File: config.mk
export PLATFORM = sky130hd
export DESIGN_NAME = dds_lut_scheduler
export DESIGN_NICKNAME = d
export VERILOG_FILES = /design/src/rtl/dds_lut_scheduler.sv
export SDC_FILE = /design/constraint.sdc
export NUM_CORES = 1
export LEC_CHECK = 0
export CAP_MARGIN = 20
export CORE_ASPECT_RATIO = 0.75
export CORE_MARGIN = 2
export CORE_UTILIZATION = 56
export DETAILED_ROUTE_END_ITERATION = 8
export MAX_ROUTING_LAYER = met4
export PLACE_DENSITY = 0.82
export SLEW_MARGIN = 40
export SYNTH_ARGS = -nofsm -noshare
export SYNTH_HDL_FRONTEND = slang
export SYNTH_SLANG_ARGS = --single-unit
File: constraint.sdc
create_clock -name clk -period 4.6 [get_ports clk]
set_input_delay 0.92 -clock clk [delete_from_list [all_inputs] [get_ports clk]]
set_output_delay 0.92 -clock clk [all_outputs]
set_load 0.01 [all_outputs]
File: src/rtl/dds_lut_scheduler.sv
// Two-channel DDS scheduler sharing one sine LUT: lookups alternate A/B, and each result appears LUT_LAT+1 cycles after its issue.
// No backpressure; the LUT takes one lookup per cycle, and each channel's sample is held until its next result.
module dds_lut_scheduler #(
  parameter int ACC_W   = 32,
  parameter int LUT_LAT = 1
) (
  input  logic             clk,
  input  logic             reset_n,
  input  logic             enable,
  input  logic [ACC_W-1:0] ftw_a,
  input  logic [ACC_W-1:0] ftw_b,
  input  logic             ftw_load,
  input  logic             phase_clr,
  output logic             lut_enable,
  output logic [ACC_W-1:0] lut_phase,
  input  logic [7:0]       lut_sine,
  output logic [7:0]       sine_a,
  output logic [7:0]       sine_b,
  output logic             valid_a,
  output logic             valid_b,
  output logic             busy
);

  typedef enum logic [1:0] {IDLE, ISSUE_A, ISSUE_B, DRAIN} state_t;

  state_t             state, state_nxt;
  logic [ACC_W-1:0]   acc_a, acc_b, acc_a_nxt, acc_b_nxt;
  logic [ACC_W-1:0]   act_a, act_b, shd_a, shd_b, shd_a_nxt, shd_b_nxt;
  logic [LUT_LAT-1:0] tag_vld, tag_ch;
  logic               issuing, any_tag, apply_ftw;

  assign issuing = (state == ISSUE_A) || (state == ISSUE_B);
  assign any_tag = |tag_vld;
  assign busy    = issuing || any_tag;

  always_ff @(posedge clk or negedge reset_n) begin
    if (!reset_n) state <= IDLE;
    else          state <= state_nxt;
  end

  always_comb begin
    state_nxt = state;
    acc_a_nxt = acc_a;
    acc_b_nxt = acc_b;
    shd_a_nxt = ftw_load ? ftw_a : shd_a;
    shd_b_nxt = ftw_load ? ftw_b : shd_b;
    case (state)
      IDLE:    if (enable) state_nxt = ISSUE_A;
      ISSUE_A: state_nxt = ISSUE_B;
      ISSUE_B: state_nxt = enable ? ISSUE_A : DRAIN;
      DRAIN: begin
        if (enable)        state_nxt = ISSUE_A;
        else if (!any_tag) state_nxt = IDLE;
      end
      default: state_nxt = IDLE;
    endcase
    // Clearing wins over the increment of the lookup being issued now.
    if (phase_clr) begin
      acc_a_nxt = '0;
      acc_b_nxt = '0;
    end else if (state == ISSUE_A) begin
      acc_a_nxt = acc_a + act_a;
    end else if (state == ISSUE_B) begin
      acc_b_nxt = acc_b + act_b;
    end
    // New tuning words only take effect at a pair boundary, or at once when idle.
    apply_ftw = (state_nxt == ISSUE_A) || (state == IDLE);
  end

  always_ff @(posedge clk or negedge reset_n) begin
    if (!reset_n) begin
      acc_a      <= '0;
      acc_b      <= '0;
      act_a      <= '0;
      act_b      <= '0;
      shd_a      <= '0;
      shd_b      <= '0;
      lut_enable <= 1'b0;
      lut_phase  <= '0;
    end else begin
      acc_a <= acc_a_nxt;
      acc_b <= acc_b_nxt;
      shd_a <= shd_a_nxt;
      shd_b <= shd_b_nxt;
      if (apply_ftw) begin
        act_a <= shd_a_nxt;
        act_b <= shd_b_nxt;
      end
      if (state_nxt == ISSUE_A) begin
        lut_enable <= 1'b1;
        lut_phase  <= acc_a_nxt;
      end else if (state_nxt == ISSUE_B) begin
        lut_enable <= 1'b1;
        lut_phase  <= acc_b_nxt;
      end else begin
        lut_enable <= 1'b0;
      end
    end
  end

  // Bit LUT_LAT-1 of the tag pipe lines up with lut_sine for that lookup.
  always_ff @(posedge clk or negedge reset_n) begin
    if (!reset_n) begin
      tag_vld <= '0;
      tag_ch  <= '0;
      sine_a  <= '0;
      sine_b  <= '0;
      valid_a <= 1'b0;
      valid_b <= 1'b0;
    end else begin
      tag_vld <= phase_clr ? '0 : ((tag_vld << 1) | LUT_LAT'(issuing));
      tag_ch  <= (tag_ch << 1) | LUT_LAT'(state == ISSUE_B);
      valid_a <= 1'b0;
      valid_b <= 1'b0;
      if (tag_vld[LUT_LAT-1] && !phase_clr) begin
        if (tag_ch[LUT_LAT-1]) begin
          sine_b  <= lut_sine;
          valid_b <= 1'b1;
        end else begin
          sine_a  <= lut_sine;
          valid_a <= 1'b1;
        end
      end
    end
  end

endmodule

==> results.json, run 1 <==
{
  "row_count": 48,
  "slowest_stage": "fa_1",
  "grt_usage_pct": 24.9,
  "synth_fp_nets": 1356,
  "end_kind": "flop",
  "path_delay_family": "compound AO/OA/AOI/OAI gates",
  "synth_edf_count": 0,
  "hpwl_mm": 21.2,
  "syn_area_um2": 13000,
  "synth_seq_area_share_pct": 47.5,
  "ys_ff_latch": 247,
  "grt_pass1_wl_mm": 48.8,
  "setup_ws_ps": 1120,
  "antenna_found_initial": 0,
  "dp.cells": 1595,
  "cts_tree": "built",
  "fmax_ghz": 0.288,
  "use_met2_pct": 40.3,
  "placed_area_um2": 14600,
  "critPathMaxStageDelay_ps": 410,
  "clock_path_buffers": 3,
  "maxCapViolCount": 0,
  "finalSetupViolCount": 0,
  "cts_sinks": 247,
  "setup_tns_ps": 0,
  "grt_use_met1_pct": 33.7,
  "leakagePower_nw": 7.03,
  "io_pins": 129,
  "syn2layout_area_growth_pct": 18.2,
  "finalCritPeriodShare_pct": 75.6,
  "synth_top_area_share_pct": 47.5,
  "synth-main-ff-cell": "dfrtp_1",
  "postCtsSetupRepairBufs": 0,
  "worstSetupPathType": "reg2reg",
  "ant_nets": 0,
  "drive_gt1_share_pct": 15.5,
  "synth_area_per_cell_um2": 10.7,
  "final_max_slew_viol_count": 0,
  "cp_cell_sequence": "ha_1, fa_1, a21o_1, a21boi_0, o21ai_0, nor3_2, nor2_1, a41oi_2, a211oi_1, or3_1, a31oi_2, nor2_1",
  "worstMarginPinSlew_ps": 761,
  "ys_warn_count": 0,
  "status": "complete, no violations",
  "reg2regPathDepth": 12,
  "cts_repair_resize_count": 0,
  "crit_buf_inv": 0,
  "clkSlewWorstSetupHoldPaths_ps": 60,
  "hold_buffers": 0,
  "grt_max_degree": 115,
  "antenna_cells": 0,
  "final_cells": 1635,
  "portBuffers": 128,
  "gp_congestion": 0.947,
  "core_area_um2": 22900,
  "gr-usage-met3_pct": 3.13,
  "crit_arrival_ps": 3850,
  "cts_buffers": 25,
  "wl_mm": 29.3,
  "rsz0062_at_grt": "false",
  "min_period_ps": 3480,
  "pre_cts_slack_ps": 1190,
  "vias": 9645,
  "wl_per_cell_um": 17.9,
  "nFillCells": 1758,
  "synth_cell_types": 68,
  "root_buffer": "clkbuf_16",
  "crit_fanout": 3,
  "hold_viol_final": 0,
  "detail_route.iter0.violations": 655,
  "min_path_type": "in2async",
  "finalClockSkew_ps": 11.5,
  "vias_per_cell": 5.90,
  "chipWidth_um": 180,
  "dr.pass1.iters": 5,
  "grt_busiest_layer": "met2",
  "path_depth": 12,
  "clk_latency_ps": 520,
  "htreeDepth": 1,
  "synth_top_cell_by_area": "dfrtp_1",
  "die_y_um": 136,
  "required_ps": 4970,
  "layout.nets": 1468,
  "synthesis.instances": 1210,
  "drc_errors": 0,
  "fin_area_um2": 15400,
  "die_area_um2": 24500,
  "start_util_pct": 56.8,
  "grt_pass1_vias": 9840,
  "crit_path_frequent_cell": "nor2_1",
  "grt-ovfl-total": 0,
  "relSlewSlack_pct": 49.1,
  "ys_top_cells_by_area": "dfrtp_1, mux2_2, ha_1",
  "pwr_density_cell_nw_per_um2": 696,
  "start_kind": "flop",
  "async_flop_share_pct": 100,
  "ir_drop_mv": 0.698
}
-- sequential cells by signal, indices dropped and copies added (netlist names) --
register	flops
shd_b	32
sine_a	8
acc_b	32
valid_a	1
shd_a	32
any_tag	1
state	2
tag_ch	1
act_b	32
valid_b	1
lut_phase	32
sine_b	8
acc_a	32
lut_enable	1
act_a	32
-- cell usage after synthesis (all sizes together) (8+ instances only) --
| cell | count |
|---|---|
| nand3b | 9 |
| inv | 27 |
| xor2 | 12 |
| nand2 | 134 |
| o31ai | 9 |
| a211oi | 19 |
| clkbuf | 47 |
| nand3 | 16 |
| nor2b | 12 |
| dfrtp | 247 |
| xnor2 | 29 |
| mux2 | 136 |
| nor2 | 75 |
| or3 | 11 |
| a31oi | 9 |
| o21ai | 50 |
| o21a | 11 |
| buf | 8 |
| a21oi | 70 |
| mux2i | 42 |
| nor3 | 18 |
| ha | 67 |
| a22o | 10 |
| a21o | 45 |
-- area by class of cell --
class | count | area (um^2) | share of cell area [%]
tap | 300 | 375 | 2.44
inverter | 28 | 105 | 0.684
multi-input combinational | 880 | 6520 | 42.5
timing repair buffer | 140 | 1400 | 9.12
clock inverter | 4 | 31.3 | 0.204
clock buffer | 36 | 747 | 4.86
sequential | 247 | 6180 | 40.2
-- routing by layer --
| layer | vias up | share of wire (%) |
|---|---|---|
| li1 | 4571 | - |
| met1 | 4763 | 46 |
| met2 | 257 | 48 |
| met3 | 54 | 4.4 |
| met4 | 0 | 2.4 |
| met5 | - | 0 |
-- cell usage in the layout, fill, tap and decap left out, types with 8 or more instances in the layout --
master           count
mux2_2             136
clkbuf_16           25
mux2i_1             42
a22o_1              10
inv_1               27
clkbuf_8             8
nor3_1              17
a211oi_1            15
nand3_1             16
dfrtp_1            247
nor2_1              75
o21a_1              11
o31ai_1              9
xnor2_1             29
xor2_1              12
or3_1               11
nand3b_1             9
a21o_1              45
clkdlybuf4s50_1    125
nand2_1            134
nor2b_1             11
ha_1                66
buf_4                9
o21ai_0             47
a21oi_1             70
-- stage by stage --
stage / power, mW / hold WS (ps) / util [%]
floorplan: 7.21 / 468 / -
global placement: 8.54 / 457 / 63.7
detailed placement: 8.71 / 468 / 63.7
CTS: 10.7 / 203 / 67.1
global route: 11.5 / 210 / 67.1
finish: 10.7 / 214 / 67.1
-- power breakdown --
part / switching (mW) / total [mW] / internal [mW]
logic: 2.96 / 5.39 / 2.43
registers: 0.476 / 3.37 / 2.89
clock network: 0.830 / 1.95 / 1.12
total: 4.27 / 10.7 / 6.44
-- worst register-to-register path, cell delays in order (launching register included) --
cell and delay (ps):
dfrtp_1 380, ha_1 250, fa_1 420, a21o_1 200, a21boi_0 360, o21ai_0 270
nor3_2 250, nor2_1 140, a41oi_2 330, a211oi_1 140, or3_1 340, a31oi_2 200
nor2_1 70
-- path summary, 6_finish.rpt --
path / end / from / slack [ps]
max in group asynchronous: shd_a[3] / reset_n / 3480
max: acc_a[30] / acc_a[0] / 1120
max reg2reg: acc_a[30] / acc_a[0] / 1120
min in group clk: sine_b[1] / sine_b[1] / 480
min: act_b[3] / reset_n / 210
min reg2reg: sine_b[1] / sine_b[1] / 480
-- logic make-up (layout without fill, tap and decap cells) --
kind of cell	Yosys count	after routing	share of synthesized area [%]
buf+inv	83	208	2.40
compound gates	278	278	14.5
flops	247	247	47.5
simple gates	314	314	11.0
fa+ha+maj	69	69	6.76
xor+xnor	41	41	2.76
mux	178	178	15.0
No activity file was read; power rests on OpenSTA's default activity.
==> inputs of run 2 (changes only) <==
- CORE_UTILIZATION: 56 -> 52
- PLACE_DENSITY: 0.82 -> 0.8
- clock period: 4.6 -> 3 ns (I/O delays scaled with it)
==> results.json, run 2 (synthesis results as in run 1) <==
{
  "grt_max_degree": 95,
  "start_kind": "flop",
  "fin_util_pct": 66.2,
  "clk_latency_ps": 530,
  "crit_fanout": 4,
  "critPathMaxStageDelay_ps": 410,
  "r2r-start": "acc_a[7]",
  "vias_per_cell": 5.64,
  "multi_input_area_um2": 6840,
  "min_path_type": "reg2reg",
  "finalSetupViolCount": 2,
  "required_ps": 3450,
  "wl_per_cell_um": 17.8,
  "start_util_pct": 52.5,
  "fmax_ghz": 0.329,
  "grt_usage_pct": 24.3,
  "pre_cts_slack_ps": -334,
  "clock_path_buffers": 3,
  "fin_area_um2": 16400,
  "vias": 9890,
  "crit_arrival_ps": 3490,
  "path_delay_family": "compound AO/OA/AOI/OAI gates",
  "nFillCells": 1936,
  "dr.pass1.iters": 5,
  "rsz0062_at_grt": "true",
  "cts_sinks": 247,
  "layout_commonest_cell": "dfrtp_1",
  "worstMarginPinSlew_ps": 671,
  "worstSetupPathType": "reg2reg",
  "detail_route.iter0.violations": 669,
  "grt_pass1_vias": 10073,
  "hold_viol_final": 0,
  "ant_nets": 0,
  "placed_area_um2": 15200,
  "crit_buf_inv": 1,
  "grt_busiest_layer": "met2",
  "end_kind": "flop",
  "min_period_ps": 3040,
  "ir_drop_mv": 1.07,
  "violations": "negative setup slack",
  "pwr_density_cell_nw_per_um2": 1100,
  "gp_congestion": 0.920,
  "finalCritPeriodShare_pct": 101,
  "relSlewSlack_pct": 55.1,
  "setup_ws_ps": -40.2,
  "use_met2_pct": 40.0,
  "portBuffers": 128,
  "grt_pass1_wl_mm": 50.9,
  "layout.nets": 1545,
  "die_area_um2": 26300,
  "row_count": 50,
  "hp-start": "sine_b[2]",
  "slowest_stage": "dfrtp_1",
  "cts_buffers": 25,
  "maxCapViolCount": 0,
  "grt-ovfl-total": 0,
  "root_buffer": "clkbuf_16",
  "core_area_um2": 24800,
  "critPathLaunch": "acc_a[7]",
  "chipWidth_um": 187,
  "final_max_slew_viol_count": 0,
  "finalClockSkew_ps": 16.5,
  "antenna_found_initial": 0,
  "leakagePower_nw": 7.48,
  "drc_errors": 0,
  "grt_use_met1_pct": 32.5,
  "gr-usage-met3_pct": 3.14,
  "hpwl_mm": 22.1,
  "htreeDepth": 1,
  "die_y_um": 141,
  "ff_latch_area_um2": 6180,
  "syn2layout_area_growth_pct": 26.1,
  "cp_cell_sequence": "ha_4, buf_4, and4_1, a221o_1, o21ai_0, a211oi_1, o221ai_1, or3_1, a31oi_1, nand2_1, a31oi_1",
  "p_total_mw": 18.0,
  "antenna_cells": 0,
  "drive_gt1_share_pct": 23.7,
  "status": "finished with violations",
  "layout_common_cells": "dfrtp_1, mux2_2, nand2_1, clkdlybuf4s50_1, buf_4",
  "crit_path_frequent_cell": "a31oi_1",
  "clkSlewWorstSetupHoldPaths_ps": 60,
  "cts_tree": "built",
  "wl_mm": 31.2,
  "io_pins": 129
}
==> run 2: cell count changes in the layout (fill, tap and decap cells not counted), moves of 5 or more <==
| cell | before | now |
|---|---|---|
| buf_12 | 2 | 7 |
| a21oi_2 | 0 | 8 |
| a211oi_1 | 15 | 10 |
| clkbuf_8 | 8 | 3 |
| buf_4 | 9 | 80 |
| a21oi_1 | 70 | 60 |
| o21ai_0 | 47 | 40 |
| ha_1 | 66 | 60 |
==> run 2: area by class of cell <==
| class | instances | share of cell area [%] |
|---|---|---|
| Multi-Input combinational cell | 880 | 41.8 |
| Sequential cell | 247 | 37.7 |
| Timing Repair Buffer | 217 | 12.4 |
| Clock buffer | 32 | 4.16 |
| Tap cell | 338 | 2.58 |
| Clock inverter | 11 | 0.718 |
| Inverter | 28 | 0.641 |
==> run 2: worst register-to-register path: stages (launching register included) <==
cell and delay [ps]:
dfrtp_1 410, ha_4 300, buf_4 110, and4_1 230
a221o_1 290, o21ai_0 180, a211oi_1 370, o221ai_1 220
or3_1 340, a31oi_1 210, nand2_1 130, a31oi_1 180
==> run 2: what timing repair did <==
action	CTS	global route
hold buffers	1	0
resized for setup	20	51
pin swaps	16	44
hold endpoints to repair	42	0
buffers inserted	3	8
setup endpoints to repair	15	31
==> run 2: final timing paths <==
path / cells after the start / end / slack (ps)
max in group asynchronous: 3 / sine_b[2] / 1600
hold / removal: 2 / sine_b[2] / 470
setup reg to reg: 11 / lut_phase[16] / -40
min in group asynchronous: 2 / shd_b[6] / 580
setup / recovery: 11 / lut_phase[16] / -40
hold reg to reg: 2 / sine_b[2] / 470
==> run 2: power by group <==
part / switching, mW / internal [mW] / total, mW / leakage (nW)
Clock: 1.30 / 1.77 / 3.07 / 0.391
Combinational: 5.12 / 4.64 / 9.76 / 3.99
Sequential: 0.750 / 4.43 / 5.18 / 3.10
==> run 2: metrics by stage <==
step / hold WS [ps] / instances / setup TNS, ps
after floorplan: 304 / 1210 / 0
after global placement: 458 / 1698 / -992
after global routing: 506 / 1753 / -618
after detailed placement: 463 / 1698 / -1660
final: 472 / 1753 / -60.9
after CTS: 478 / 1745 / 0
==> run 2: per-layer routing <==
metal / routed length, um / part of all wire [%] / vias to the layer above
met5: 0 / 0 / -
met1: 14300 / 46 / 4882
met2: 14900 / 48 / 232
met4: 688 / 2.2 / 0
li1: - / - / 4726
met3: 1360 / 4.4 / 50
